**config.mk**
```make
export PLATFORM = sky130hd
export DESIGN_NAME = hello_scroller
export DESIGN_NICKNAME = d
export VERILOG_FILES = /design/src/rtl/hello_scroller.sv
export SDC_FILE = /design/constraint.sdc
export NUM_CORES = 1
export LEC_CHECK = 0
export CORE_ASPECT_RATIO = 0.75
export CORE_MARGIN = 5
export CORE_UTILIZATION = 40
export CTS_CLUSTER_SIZE = 8
export DETAILED_ROUTE_END_ITERATION = 12
export PLACE_DENSITY_LB_ADDON = 0.15
export SYNTH_ARGS = -nofsm -noshare
export SYNTH_HDL_FRONTEND = slang
export SYNTH_SLANG_ARGS = --single-unit
export TNS_END_PERCENT = 5
```
**constraint.sdc**
```tcl
create_clock -name clk -period 5.35 [get_ports clk]
set_input_delay 1.07 -clock clk [delete_from_list [all_inputs] [get_ports clk]]
set_output_delay 1.07 -clock clk [all_outputs]
set_load 0.005 [all_outputs]
```
**src/rtl/hello_scroller.sv**
```systemverilog
`timescale 1ns/1ps
// hello_scroller: scrolls a writable message of 3-bit character codes across N_DIGITS
// active-low seven-segment digits. Define HELLO_SCROLL_BLINK_EN to add the blink input.
module hello_scroller #(
  parameter int N_DIGITS  = 5,
  parameter int MSG_LEN   = 8,
  parameter int TICK_DIV  = 25000000,
  parameter int WRAP_HOLD = 2
) (
  input  logic                       clk,
  input  logic                       rst_n,
  input  logic                       run,
  input  logic                       dir,
  input  logic                       step,
  input  logic                       wr_en,
  input  logic [$clog2(MSG_LEN)-1:0] wr_addr,
  input  logic [2:0]                 wr_data,
`ifdef HELLO_SCROLL_BLINK_EN
  input  logic                       blink,
`endif
  output logic [7*N_DIGITS-1:0]      hex,
  output logic [$clog2(MSG_LEN)-1:0] offset,
  output logic                       tick
);
  localparam int AW = $clog2(MSG_LEN);
  localparam int PW = $clog2(TICK_DIV);
  localparam int HW = (WRAP_HOLD > 1) ? $clog2(WRAP_HOLD) : 1;

  typedef enum logic [1:0] {STOP, SCROLL, HOLD} state_t;

  state_t                state;
  logic [PW-1:0]         presc;
  logic [HW-1:0]         hold_cnt;
  logic [2:0]            msg [MSG_LEN];
  logic [7*N_DIGITS-1:0] disp;
  logic                  force_blank;

  function automatic logic [6:0] seg_of(input logic [2:0] code);
    case (code)
      3'b000:  return 7'b1001000;
      3'b001:  return 7'b0110000;
      3'b010:  return 7'b1110001;
      3'b011:  return 7'b0000001;
      default: return 7'b1111111;
    endcase
  endfunction

  function automatic logic [2:0] reset_code(input int i);
    case (i)
      0:       return 3'b000;
      1:       return 3'b001;
      2:       return 3'b010;
      3:       return 3'b010;
      4:       return 3'b011;
      default: return 3'b100;
    endcase
  endfunction

  function automatic logic [AW-1:0] advance(input logic [AW-1:0] cur, input logic d);
    if (!d) return (int'(cur) == MSG_LEN - 1) ? '0 : cur + 1'b1;
    else    return (cur == '0) ? AW'(MSG_LEN - 1) : cur - 1'b1;
  endfunction

  function automatic logic [AW-1:0] msg_idx(input logic [AW-1:0] off, input int j);
    return AW'((int'(off) + j) % MSG_LEN);
  endfunction

  assign tick = (presc == PW'(TICK_DIV - 1));

  always_ff @(posedge clk or negedge rst_n) begin
    if (!rst_n)    presc <= '0;
    else if (tick) presc <= '0;
    else           presc <= presc + 1'b1;
  end

  // Out-of-range addresses exist only when MSG_LEN is not a power of two.
  always_ff @(posedge clk or negedge rst_n) begin
    if (!rst_n) begin
      for (int i = 0; i < MSG_LEN; i++) msg[i] <= reset_code(i);
    end else if (wr_en && (int'(wr_addr) < MSG_LEN)) begin
      msg[wr_addr] <= wr_data;
    end
  end

  always_ff @(posedge clk or negedge rst_n) begin
    if (!rst_n) begin
      state    <= STOP;
      offset   <= '0;
      hold_cnt <= '0;
    end else begin
      case (state)
        STOP: begin
          if (run)       state  <= SCROLL;
          else if (step) offset <= advance(offset, dir);
        end
        SCROLL: begin
          if (!run) begin
            state <= STOP;
          end else if (tick) begin
            offset <= advance(offset, dir);
            if (advance(offset, dir) == '0 && WRAP_HOLD > 0) begin
              state    <= HOLD;
              hold_cnt <= '0;
            end
          end
        end
        HOLD: begin
          // The tick that ends the hold only re-enters SCROLL; the next tick advances.
          if (!run) begin
            state    <= STOP;
            hold_cnt <= '0;
          end else if (tick) begin
            if (int'(hold_cnt) == WRAP_HOLD - 1) begin
              state    <= SCROLL;
              hold_cnt <= '0;
            end else begin
              hold_cnt <= hold_cnt + 1'b1;
            end
          end
        end
        default: state <= STOP;
      endcase
    end
  end

  // Leftmost digit (N_DIGITS-1) shows the entry at the current offset.
  always_comb begin
    disp = '1;
    for (int k = 0; k < N_DIGITS; k++) begin
      disp[7*k +: 7] = seg_of(msg[msg_idx(offset, N_DIGITS - 1 - k)]);
    end
  end

`ifdef HELLO_SCROLL_BLINK_EN
  logic phase;

  always_ff @(posedge clk or negedge rst_n) begin
    if (!rst_n)    phase <= 1'b0;
    else if (tick) phase <= ~phase;
  end

  assign force_blank = blink & phase;
`else
  assign force_blank = 1'b0;
`endif

  always_ff @(posedge clk or negedge rst_n) begin
    if (!rst_n)           hex <= '1;
    else if (force_blank) hex <= '1;
    else                  hex <= disp;
  end
endmodule

```
# ---- Word-level counts from Yosys, hierarchy flattened
# Index checks and enable logic that the tools add are counted.
dict set report word_totals {
  regBits 90
  output_inout_bits 39
  in_bits 12
}
dict set report op_classes {
  eq_ne 29
  mux 48
  n_addsub 8
  n_bitwise 6
  reduce_logical 14
  magnitude_cmp 7
}
# cell n
set ops {}
lappend ops {{$pmux W7 S4} 5}
lappend ops {{$mux W3} 19}
lappend ops {{$bmux W3 S3} 5}
lappend ops {{$eq A3 B2 Y1 const B} 10}
lappend ops {{$add A25 B1 Y25 const B} 1}
lappend ops {{$eq A25 B25 Y1 const B} 1}
lappend ops {{$mux W25} 1}
lappend ops {{$bwmux W24} 1}
lappend ops {{$ge A4 B4 Y1 const B} 6}
lappend ops {{$not A3 Y4} 6}
lappend ops {{$logic_not A3 Y1} 7}
lappend ops {{$eq A3 B1 Y1 const B} 6}
lappend ops {{$reduce_and A5 Y1} 3}
lappend ops {{$mux W2} 7}
lappend ops {{$ne A2 B2 Y1 const B} 6}
lappend ops {{$ne A3 B3 Y1 const B} 4}
lappend ops {{$demux W3 S3} 1}
lappend ops {{$add A3 B1 Y3 const B} 2}
lappend ops {{$add A3 B2 Y3 const B} 2}
lappend ops {{$mux W1} 6}
lappend ops {{$pmux W2 S3} 1}
lappend ops {{$pmux W3 S2} 1}
lappend ops {{$lt A4 B1 Y1 const B} 1}
lappend ops {{$reduce_bool A2 Y1} 2}
lappend ops {{other kinds (8)} 8}

# ---- Longest topological paths before layout
# Gate-level depths: netlist of the first run.
dict set report depth {
  ltp_word 11
  mapped_depth 10
  depth_no_buf 7
}

# ---- Least setup slack after synthesis of the first run
# No wires, ideal clock.
dict set report synth_timing {
  path_type {register to output}
  from {register presc[17]}
  to {output port tick}
  t_arrival_ps 1664
  stages_incl_launch_ff 6
  slack_ps 2616
  n_path_buf 1
  cell_sequence {dfrtp_1 -> nor4b_2 -> nand4_2 -> or3_2 -> inv_2 -> buf_2}
}
dict set report synth_via {
  elab_chain_cells 1
}
# element line_no
set synth_rtl {}
lappend synth_rtl {{start: declaration} 32} ;# logic [PW-1:0] presc;
lappend synth_rtl {{start signal: assignment} 73} ;# else presc <= presc + 1'b1;
lappend synth_rtl {{$eq A25 B25 Y1} 68} ;# assign tick = (presc == PW'(TICK_DIV - 1));
lappend synth_rtl {{end: declaration} 23} ;# output logic tick
# Every way passes these cells.

# ---- Final worst setup path of the first run
# Same ends and word-level chain as after synthesis.

==> impl_metrics.env, run 1 <==
export IMPL_yosysSeqAreaShare_pct=48.7
export IMPL_port_buffer_count=50
export IMPL_fin_nets=405
export IMPL_synth_nets=362
export IMPL_synth_edf_count=0
export IMPL_synth_cell_type_count=54
export IMPL_yosys_warnings=0
export IMPL_first_pass_iters=4
export IMPL_drive_gt1_share_pct=25.4
export IMPL_arrival_ns=2.75
export IMPL_syn_area_sq_um=4200
export IMPL_final_util_pct=48.8
export IMPL_setup_slack_ns=1.53
export IMPL_cpPeakStageDelay_ns=0.56
export IMPL_endpoint_kind="output port"
export IMPL_fp_dieArea_sq_um=12700
export IMPL_critPathKind="flip-flop to output port"
export IMPL_hpwlAfterDp_mm=6.61
export IMPL_slew_headroom_pct=33.4
export IMPL_antenna_found_initial=0
export IMPL_hold_buffers=0
export IMPL_routed_wl_mm=8.91
export IMPL_diodes=0
export IMPL_avgViaCountPerCell=5.24
export IMPL_num_rows=32
export IMPL_rsz0062_at_grt="no"
export IMPL_drtIter0Drc=206
export IMPL_multi_input_area_sq_um=2000
export IMPL_period_share_pct=71.4
export IMPL_max_freq_mhz=262
export IMPL_critPathTopFamily="simple AND/OR/NAND/NOR gates"
export IMPL_syn_inst=345
export IMPL_regArea_sq_um=2040
export IMPL_cts_buffers=9
export IMPL_startpoint_type="flip-flop"
export IMPL_min_path_type="flip-flop to flip-flop"
export IMPL_cap_violations=0
export IMPL_ys_ff_latch=80
export IMPL_crit_slowest_cell="or3_2"
export IMPL_powerDensity_nw_per_um2=555
export IMPL_initial_core_util_pct=40.8
export IMPL_hold_violations=0
export IMPL_ys_async_sr_fraction_pct=100
export IMPL_grt_ovfl_total=0
export IMPL_clockBufferDepth=2
export IMPL_root_buffer="clkbuf_16"
export IMPL_hold_ws_ns=0.490
export IMPL_fp_dieH_um=98.7
export IMPL_grt_pass1_wl_mm=14.7
export IMPL_fin_crit_ns=3.82
export IMPL_final_setup_tns_ns=0
export IMPL_fp_coreArea_sq_um=10300
export IMPL_peakVddDrop_v=0.000194
export IMPL_final_max_slew_viol_count=0
export IMPL_h_tree_depth=3
export IMPL_track_usage_pct=14.9
export IMPL_grt_pass1_vias=2661
export IMPL_syn_mean_instance_area_sq_um=12.2
export IMPL_grt_max_degree=81
export IMPL_ant_nets=0
export IMPL_synth_ff_type="dfrtp_1"
export IMPL_post_place_ws_ns=1.91
export IMPL_status="finished clean"
export IMPL_drc_errors=0
export IMPL_routabilityCongestion=0.805
export IMPL_post_cts_buffers=0
export IMPL_fin_worst_skew_ns=0.00861
export IMPL_die_w_um=128
export IMPL_r2r_cells=7
export IMPL_critPathMaxFanout=16
export IMPL_finalSetupViolCount=0
export IMPL_cts_clk_slew_worst_paths_ns=0.06
export IMPL_min_path_cells=1
export IMPL_cp_depth=5
export IMPL_clk_latency_ns=0.33
export IMPL_num_fill_cells=894
export IMPL_wl_per_cell_um=16.8
export IMPL_cts_resized=0
export IMPL_path_buf_inv=2
export IMPL_ioPinCount=51
export IMPL_cts_tree="built"
export IMPL_cp_required_ns=4.28
export IMPL_area_growth_pct=19.5
export IMPL_path_cells="nor4b_2, nand4_2, or3_2, inv_2, clkdlybuf4s50_1"
export IMPL_p_leak_nw=2.12
export IMPL_vias=2773
export IMPL_cts_sinks=80
export IMPL_timing_worst_slew_pin_value_ns=0.999
[worst paths after layout]
path / to / start / slack, ns
worst max-delay path: tick / presc[17] / 1.53
worst min-delay path: presc[0] / presc[0] / 0.49
worst max register to register: hold_cnt / offset[1] / 2.76
worst min register to register: presc[0] / presc[0] / 0.49
max in group asynchronous: offset[1] / rst_n / 3.80
min in group asynchronous: msg[12] / rst_n / 0.90
[per-layer routing]
| layer | GRT usage [%] | part of all wire, % |
|---|---|---|
| met5 | 0 | 0 |
| met4 | 4.16 | 0.75 |
| met3 | 4.66 | 6.0 |
| met2 | 19.3 | 40 |
| met1 | 23.5 | 53 |
[state kept, by name, summed over array words and instances, names as in the netlist]
| register | count |
|---|---|
| hex | 25 |
| presc | 25 |
| msg | 24 |
| offset | 3 |
| state | 2 |
| hold_cnt | 1 |
[cells by family after synthesis]
| kind of cell | count (synthesis) | share of synthesized area (%) |
|---|---|---|
| AO/OA/AOI/OAI | 19 | 3.64 |
| AND/OR/NAND/NOR | 117 | 14.9 |
| multiplexers | 67 | 22.1 |
| XOR/XNOR | 26 | 5.42 |
| buffers and inverters | 31 | 3.81 |
| flip-flops | 80 | 48.7 |
| adder cells (fa/ha/maj) | 5 | 1.49 |
[final cells by class]
type / count / share of cell area [%]
multi-input cells: 234 / 39.8
clock buffers: 12 / 4.71
repair buffers: 51 / 10.1
clock inverters: 4 / 0.424
inverters: 12 / 0.898
flip-flops and latches: 80 / 40.7
well taps: 136 / 3.39
[cells in the final DEF, fill, tap and decap left out, types with 5 or more instances in the layout]
| cell type | count |
|---|---|
| dfstp_2 | 33 |
| clkdlybuf4s50_1 | 49 |
| ha_1 | 5 |
| inv_1 | 11 |
| nor2_1 | 17 |
| dfrtp_1 | 47 |
| clkbuf_16 | 9 |
| mux2_2 | 24 |
| nor3_1 | 8 |
| nand3_1 | 11 |
| mux2i_1 | 24 |
| xnor2_1 | 13 |
| nand4_1 | 8 |
| nand2_1 | 39 |
| nand2b_1 | 7 |
| mux4_2 | 18 |
| xor2_1 | 13 |
[cells in the mapped netlist (2+ instances only)]
| cell | n | share of area (%) |
|---|---|---|
| nor3b_1 | 3 | 0.54 |
| a21oi_1 | 2 | 0.24 |
| mux2i_1 | 24 | 5.7 |
| nand4_1 | 8 | 1.2 |
| mux4_2 | 18 | 9.7 |
| xnor2_1 | 13 | 2.7 |
| nand2_1 | 39 | 3.5 |
| nor4_1 | 4 | 0.60 |
| mux2_2 | 24 | 6.4 |
| clkbuf_1 | 3 | 0.27 |
| nor3_1 | 8 | 0.95 |
| nand3_1 | 11 | 1.3 |
| nand4b_1 | 4 | 0.83 |
| xor2_1 | 13 | 2.7 |
| and2_1 | 2 | 0.30 |
| dfrtp_1 | 47 | 28 |
| nor2_1 | 17 | 1.5 |
| buf_4 | 10 | 1.8 |
| o21ai_0 | 2 | 0.24 |
| buf_2 | 4 | 0.48 |
| inv_1 | 11 | 0.98 |
| and3_1 | 3 | 0.45 |
| dfstp_2 | 33 | 21 |
| o41ai_1 | 2 | 0.42 |
| ha_1 | 5 | 1.5 |
| nand2b_1 | 7 | 1.0 |
[through the flow]
step,instances,instance area [sq um],power (mW)
6_report,529,5020,2.78
5_1_grt,529,5020,2.99
4_1_cts,529,5020,2.82
3_5_place_dp,513,4760,2.27
3_3_place_gp,513,4760,2.25
2_1_floorplan,345,4200,1.83
[report_power, final]
| group | switching, mW | total, mW | internal, mW |
|---|---|---|---|
| logic | 0.564 | 1.27 | 0.710 |
| clock network | 0.226 | 0.538 | 0.312 |
| registers | 0.131 | 0.970 | 0.838 |
| total | 0.921 | 2.78 | 1.86 |
No activity file was read; power rests on OpenSTA's default activity.
==> run 2, diff against run 1 <==
- clock period: 5.35 -> 3.7 ns (I/O delays scaled with it)
==> run 2 against run 1 <==
Sequential power is 44% higher. Final area grew 1.7%. Utilization grew 0.81 points. Register-to-register slack worse by 1.5 ns. Non-clock buffer count grew 2. Clock skew shrank 0.0011 ns. Via count decreased by 0.25%. Power is 50% higher.
==> impl_metrics.env, run 2 (synthesis gave the netlist of run 1 again) <==
export IMPL_final_setup_tns_ns=0
export IMPL_setup_slack_ns=0.464
export IMPL_fin_nets=407
export IMPL_netSwitchingPower_mw=1.32
export IMPL_drtIter0Drc=202
export IMPL_grt_use_met2_pct=18.7
export IMPL_met3_usage_pct=3.74
export IMPL_rsz0062_at_grt="no"
export IMPL_vias=2766
export IMPL_worstReg2RegStart="offset[0]"
export IMPL_grt_ovfl_total=0
export IMPL_initial_core_util_pct=40.8
export IMPL_slew_headroom_pct=35.6
export IMPL_grtUsageMet1_pct=24.1
export IMPL_fin_worst_skew_ns=0.00750
export IMPL_cts_tree="built"
export IMPL_status="finished clean"
export IMPL_stdcell_count=531
export IMPL_routed_wl_mm=8.67
export IMPL_fp_dieArea_sq_um=12700
export IMPL_powerDensity_nw_per_um2=818
export IMPL_p_leak_nw=2.16
export IMPL_cts_resized=0
export IMPL_clockPowerShare_pct=22.4
export IMPL_seqPwrFrac_pct=33.5
export IMPL_hpwlAfterDp_mm=6.49
export IMPL_cp_required_ns=2.96
export IMPL_cts_buffers=9
export IMPL_worstReg2RegEnd="hold_cnt"
export IMPL_h_tree_depth=3
export IMPL_layout_commonest_cell="clkdlybuf4s50_1"
export IMPL_endpoint_kind="output port"
export IMPL_top_usage_layer="met1"
export IMPL_hold_buffers=0
export IMPL_place_area_sq_um=4770
export IMPL_diodes=0
export IMPL_grt_pass1_vias=2643
export IMPL_num_rows=32
export IMPL_critPathKind="flip-flop to output port"
export IMPL_port_buffer_count=50
export IMPL_min_path_cells=1
export IMPL_clk_latency_ns=0.33
export IMPL_arrival_ns=2.50
export IMPL_final_max_slew_viol_count=0
export IMPL_endpoint="tick"
export IMPL_top_regs="hex: 25 flops, presc: 25 flops, msg: 24 flops"
export IMPL_max_freq_mhz=309
export IMPL_switching_share_pct=31.7
export IMPL_ioPinCount=51
export IMPL_track_usage_pct=14.8
export IMPL_post_place_ws_ns=0.847
export IMPL_timing_worst_slew_pin_value_ns=0.967
export IMPL_reg2reg_slack_ns=1.23
export IMPL_design_area_sq_um=5100
export IMPL_cap_violations=0
export IMPL_routabilityCongestion=0.815
export IMPL_dp_cells=515
export IMPL_cts_sinks=80
export IMPL_drc_errors=0
export IMPL_grt_pass1_wl_mm=14.6
export IMPL_fin_crit_ns=3.24
export IMPL_drive_gt1_share_pct=26.1
export IMPL_cts_clk_slew_worst_paths_ns=0.06
export IMPL_avgViaCountPerCell=5.21
export IMPL_root_buffer="clkbuf_16"
export IMPL_min_path_type="flip-flop to flip-flop"
export IMPL_critPathMaxFanout=5
export IMPL_period_share_pct=87.5
export IMPL_cp_startpoint="presc[17]"
export IMPL_first_pass_iters=4
export IMPL_clockBufferDepth=2
export IMPL_grt_max_degree=81
export IMPL_die_w_um=128
export IMPL_antenna_found_initial=0
export IMPL_fp_coreArea_sq_um=10300
export IMPL_area_growth_pct=21.5
export IMPL_wl_per_cell_um=16.3
export IMPL_hold_violations=0
export IMPL_finalSetupViolCount=0
export IMPL_startpoint_type="flip-flop"
export IMPL_fp_dieH_um=98.7
export IMPL_ant_nets=0
export IMPL_post_cts_buffers=0
export IMPL_cellInternalPower_mw=2.85
export IMPL_p_comb_share_pct=44.1
export IMPL_finalPower_mw=4.17
export IMPL_layout_common_cells="49 x clkdlybuf4s50_1, 47 x dfrtp_1, 39 x nand2_1"
export IMPL_peakVddDrop_v=0.000335
export IMPL_r2r_cells=7
run 2: cell count changes in the layout (fill, tap and decap cells not counted), sizes merged:
cell / delta
bufinv: +1
buf: +2
clkinv: -2
clkbuf: +1
run 2: worst min-delay path by stage:
stage | from | endpoint | slack (ns)
6_report | presc[0] | presc[0] | 0.49
3_5_place_dp | presc[0] | presc[0] | 0.48
2_1_floorplan | rst_n | hold_cnt | 0.44
5_1_grt | presc[4] | presc[4] | 0.52
3_3_place_gp | presc[0] | presc[0] | 0.47
4_1_cts | presc[0] | presc[0] | 0.49
run 2: cell type report:
cell class                 instances  area (sq um)
clock inverter                     3          43.8
fill                             891          5190
sequential                        80          2040
tap                              136           170
multi-input combinational        234          2000
timing repair buffer              53           520
inverter                          12          45.0
clock buffer                      13           283
run 2: power groups by stage:
stage / clock [mW] / sequential (mW) / combinational [mW]
finish: 0.935 / 1.40 / 1.84
global route: 1.01 / 1.44 / 2.05
CTS: 0.964 / 1.40 / 1.86
detailed placement: 0 / 1.42 / 1.86
global placement: 0 / 1.41 / 1.84
floorplan: 0 / 1.34 / 1.31
run 2: through the flow:
step / hold slack, ns / util [%]
final: 0.488 / 49.6
after detailed placement: 0.484 / 46.4
after global placement: 0.473 / 46.4
after global routing: 0.520 / 49.6
after CTS: 0.493 / 49.6
after floorplan: 0.444 / -
run 2: routing by layer:
metal  vias to the layer above  share of wire [%]
met5                         -                  0
met4                         0                1.4
met3                         9                5.0
met2                        62                 39
met1                      1368                 54
li1                       1327                  -
run 2: critical path: stages, from the launching register on:
cell,delay (ns)
dfrtp_1,0.42
nor4b_2,0.37
nand4_2,0.21
or3_2,0.57
inv_2,0.10
clkdlybuf4s50_1,0.49
